--- config.mk ---
export PLATFORM = sky130hd
export DESIGN_NAME = mem_port_arbiter
export DESIGN_NICKNAME = d
export VERILOG_FILES = /design/src/rtl/mem_arb_pkg.sv /design/src/rtl/mem_port_arbiter.sv
export SDC_FILE = /design/constraint.sdc
export NUM_CORES = 1
export LEC_CHECK = 0
export ABC_AREA = 1
export BUFFER_PORTS_ARGS = -buffer_cell sky130_fd_sc_hd__buf_2
export CORE_AREA = 5 5 101 103
export CTS_CLUSTER_DIAMETER = 80
export DETAILED_ROUTE_END_ITERATION = 16
export DIE_AREA = 0 0 106 108
export SKIP_CTS_REPAIR_TIMING = 1
export SLEW_MARGIN = 20
export SYNTH_ARGS = -nofsm -noshare
export SYNTH_HDL_FRONTEND = slang
export SYNTH_SLANG_ARGS = --single-unit
--- constraint.sdc ---
create_clock -name clk -period 2.6 [get_ports clk]
set_clock_uncertainty 0.05 [all_clocks]
set_input_delay 0.65 -clock clk [delete_from_list [all_inputs] [get_ports clk]]
set_output_delay 0.65 -clock clk [all_outputs]
set_load 0.1 [all_outputs]
--- src/rtl/mem_arb_pkg.sv ---
// Shared types for the unified-memory port arbiter.
package mem_arb_pkg;
  typedef enum logic [1:0] {
    IDLE,
    DATA_BUSY,
    FETCH_BUSY
  } arbState_t;

  localparam int MEM_LAT_DEF = 2;
endpackage

--- src/rtl/mem_port_arbiter.sv ---
// Shares one fixed-latency memory between fetch and data requesters.
// Data wins ties; one access in flight; stall freezes the pipeline.
module mem_port_arbiter
  import mem_arb_pkg::*;
#(
  parameter int ADDR_W  = 32,
  parameter int DATA_W  = 32,
  parameter int MEM_LAT = MEM_LAT_DEF
) (
  input  logic              clk,
  input  logic              Reset,
  input  logic              if_req,
  input  logic [ADDR_W-1:0] if_addr,
  input  logic              if_kill,
  output logic [DATA_W-1:0] if_rdata,
  output logic              if_valid,
  input  logic              d_req,
  input  logic              d_we,
  input  logic [ADDR_W-1:0] d_addr,
  input  logic [DATA_W-1:0] d_wdata,
  output logic [DATA_W-1:0] d_rdata,
  output logic              d_valid,
  output logic              stall,
  output logic              mem_en,
  output logic              mem_we,
  output logic [ADDR_W-1:0] mem_addr,
  output logic [DATA_W-1:0] mem_wdata,
  input  logic [DATA_W-1:0] mem_rdata
);

  localparam int CW = $clog2(MEM_LAT + 1);
  localparam logic [CW-1:0] CNT_INIT = CW'(MEM_LAT - 1);

  arbState_t     state;
  logic [CW-1:0] cnt;
  logic          kill;
  logic          isStore;
  logic          done;

  assign done = (cnt == '0);

  always_comb begin
    if_rdata  = '0;
    if_valid  = 1'b0;
    d_rdata   = '0;
    d_valid   = 1'b0;
    mem_en    = 1'b0;
    mem_we    = 1'b0;
    mem_addr  = '0;
    mem_wdata = '0;
    if (Reset) begin
      unique case (state)
        IDLE: begin
          if (d_req) begin
            mem_en    = 1'b1;
            mem_we    = d_we;
            mem_addr  = d_addr;
            mem_wdata = d_wdata;
          end else if (if_req) begin
            mem_en   = 1'b1;
            mem_addr = if_addr;
          end
        end
        DATA_BUSY: begin
          if (done) begin
            d_valid = 1'b1;
            // a store ack carries no read data
            d_rdata = isStore ? '0 : mem_rdata;
          end
        end
        FETCH_BUSY: begin
          if (done && !kill && !if_kill) begin
            if_valid = 1'b1;
            if_rdata = mem_rdata;
          end
        end
        default: ;
      endcase
    end
  end

  assign stall = Reset &
    ((if_req & ~if_valid) | (d_req & ~d_valid));

  always_ff @(posedge clk or negedge Reset) begin
    if (!Reset) begin
      state   <= IDLE;
      cnt     <= '0;
      kill    <= 1'b0;
      isStore <= 1'b0;
    end else begin
      unique case (state)
        IDLE: begin
          kill <= 1'b0;
          if (d_req) begin
            state   <= DATA_BUSY;
            cnt     <= CNT_INIT;
            isStore <= d_we;
          end else if (if_req) begin
            state   <= FETCH_BUSY;
            cnt     <= CNT_INIT;
            isStore <= 1'b0;
          end
        end
        DATA_BUSY: begin
          if (done) state <= IDLE;
          else      cnt   <= cnt - CW'(1);
        end
        FETCH_BUSY: begin
          if (done) begin
            state <= IDLE;
            kill  <= 1'b0;
          end else begin
            cnt <= cnt - CW'(1);
            if (if_kill) kill <= 1'b1;
          end
        end
        default: state <= IDLE;
      endcase
    end
  end

endmodule

==> out/summary.md <==
### Synth
• sequential element share of the synthesized area: 0.0960
• Post-Syn Area per Cell: 4.56 sq um
• top cells by area in the synthesized netlist: nor2_1, nand2_1, inv_1
• top cell type by total area after synthesis: nor2_1
• proportion of netlist area held by the largest area contributor: 0.250
• number of warnings issued by yosys: 0
• synthesized area: 1560 sq um
• number of distinct standard cells referenced by the synthesized netlist: 16
• FF+latch count, synth: 6
• Post-Syn Instances: 343
• Synthesized Nets: 481

### Placed design
• RD Place Congestion: 0.862
• number of instances in the placed design: 713
• number of port buffers: 266
• Detail Placement HPWL: 9.96 mm
• worst slack at placement: 0.112 ns
• Placed Area: 5490 sq um

### Final layout
• fillcell total: 754
• area of combinational cells with multiple inputs: 1400 sq um
• antenna cells: 0
• number of standard cells in the layout, taps in and fillers out: 716
• P&R area growth vs syn: 254%
• Non-Filler Cell Area, Final: 5540 sq um
• sequential cell area in the final layout: 150 sq um
• final core utilization: 0.608
• number of nets in the layout: 745
• ratio of cells with drive above 1 in the final layout: 0.613

### Critical path
• CP Capture Type: output pin
• R2R Path End: cnt[1]
• worst reg2reg setup slack: 1.25 ns
• length in cells of the worst reg-to-reg path: 8
• maximum fanout along the worst path: 9
• critical path start-end classification: flip-flop to output pin
• startpoint types: flip-flop
• required time of the critical path: 1.90 ns
• arrival time at the worst endpoint: 1.82 ns
• Crit Reg-Reg Startpoint: state[0]

### Flow run
• count of maximum capacitance violations: 0

### Clocking
• clock sink total: 6
• clock-pin transition on the worst setup and hold timing paths: 0.04 ns
• worst skew pair latency: 0.22 ns
• Root Buffer Master: clkbuf_8
• Max H-tree Level: 1
• clock tree from TritonCTS: done
• number of CTS-inserted buffers: 3
• maximum buffer depth of the clock tree: 2

### Timing
• Final Max Tran Viols: 0
• FMAX: 0.397 GHz
• unrepaired setup endpoints after global routing: no
• final hold violations: 0
• worst relative slew slack: 0.775
• setup-violating endpoint count in the final report: 0
• final critical-path required period: 2.52 ns
• worst-case setup margin in the final layout: 0.0789 ns
• post-route fraction of the period consumed by the critical path: 0.970
• actual transition at the worst max-transition pin: 0.338 ns

### Global routing
• total overflow reported by the global router: 0
• via count of the first global-routing pass: 3105
• number of antenna violations at the first check in global routing: 0
• first-pass GRT wire length: 15.9 mm
• aggregate global-route resource usage: 0.175
• pin count of the biggest net entering global routing: 35

### Floorplan
• number of rows in the core area: 35
• die width: 106 microns
• die area: 11400 sq um
• initial core utilization: 0.172
• count of pins on the block boundary: 267
• vertical extent of the die: 108 microns
• core area: 9110 sq um

### Drt
• overall via count from detail_route: 3013
• wire length reported by the detailed router: 10.7 mm
• number of design-rule violations left by the first detailed-router iteration: 99
• iteration count of the initial detailed-routing pass: 4
• mean number of vias per cell: 4.21
• total DRC errors in the routed layout: 0
• antenna viol nets, final: 0
• post-DR wirelength/cell: 15.0 microns

### Power
• IR Drop Worst-Case VDD: 0.315 mV
• Pwr Density: 594 nW/um^2
• switching power as a share of total power: 0.627
• combinational share of power: 0.910
• leakage power: 0.00279 uW
• sequential fraction of design power: 0.048
• power dissipated by switching net loads: 2060 uW
• fraction of power consumed by the clock network: 0.042
• internal power: 1230 uW
• total chip power: 3290 uW

### Outcome
• outcome: completed

### Min path
• path category of the worst min-delay check: input port to async pin

==> placed cells by master, fill, tap and decap left out, types with 6 or more instances in the layout <==
cell type  instances
buf_2            133
nand2_1           64
nand3_1           30
dfrtp_1            6
nor2_1            46
nor2_4            33
inv_1             75
nand4_1            6
nand2_2           21
buf_12           140
nor2_2            25
==> power groups by stage <==
stage	sequential, uW	combinational [uW]	clock, uW
after floorplan	152	1930	0
after global placement	158	2980	0
after detailed placement	159	3010	0
after CTS	159	3020	143
after global routing	165	3120	145
final	159	2990	137
==> sequential cells by signal (all words and copies together) (netlist names) <==
signal / count
state: 2
isStore: 1
kill: 1
cnt: 2
==> layer usage <==
layer | up-vias | GRT usage | part of all wire
met5 | - | 0 | 0
li1 | 1516 | - | -
met3 | 12 | 0.0394 | 0.084
met2 | 177 | 0.355 | 0.56
met1 | 1308 | 0.182 | 0.35
met4 | 0 | 0.0370 | 0.015
==> critical path: stages (launching register included) <==
cell and delay [ns]:
dfrtp_1 0.39, inv_1 0.07, ha_2 0.19, nand2_2 0.08, nor2_4 0.17, nand2_4 0.17
buf_4 0.23, nor2_4 0.11, buf_12 0.18
==> per-stage QoR <==
stage / hold WS, ns / setup TNS [ns]
finish: 0.219 / 0
global placement: 0.410 / 0
detailed placement: 0.427 / 0
global route: 0.222 / 0
floorplan: 0.304 / -25.25
CTS: 0.213 / 0
==> cells in the mapped netlist <==
cell      number
nor2_1       104
nand2_1       86
inv_1         75
nand3_1       30
buf_2          9
a21oi_1        6
dfrtp_1        6
nand4_1        6
clkbuf_1       4
ha_1           4
buf_4          3
inv_2          3
o21ai_0        3
buf_6          2
buf_1          1
nor3_4         1
==> cells by family (layout without fill, tap and decap cells) <==
logic type	after synthesis	in the layout	share of synthesized area
AND/OR/NAND/NOR	227	227	0.586
buffers and inverters	97	359	0.257
AO/OA/AOI/OAI	9	9	0.0288
flip-flops	6	6	0.0960
adder cells (fa/ha/maj)	4	4	0.0320
==> cell type report <==
class,instances,share of cell area
Sequential cell,6,0.0271
Timing Repair Buffer,278,0.633
Tap cell,111,0.0251
Inverter,78,0.0533
Multi-Input combinational cell,240,0.254
Clock buffer,3,0.00746
==> worst max-delay path by stage <==
stage	startpoint	to	slack [ns]
after floorplan	state[0]	if_rdata[22]	-0.46
after global placement	Reset	if_rdata[16]	0.12
after detailed placement	Reset	mem_addr[31]	0.11
after CTS	cnt[0]	d_rdata[7]	0.06
after global routing	state[0]	if_rdata[9]	0.001
final	cnt[0]	d_rdata[7]	0.08
(Power assumes the default switching activity.)
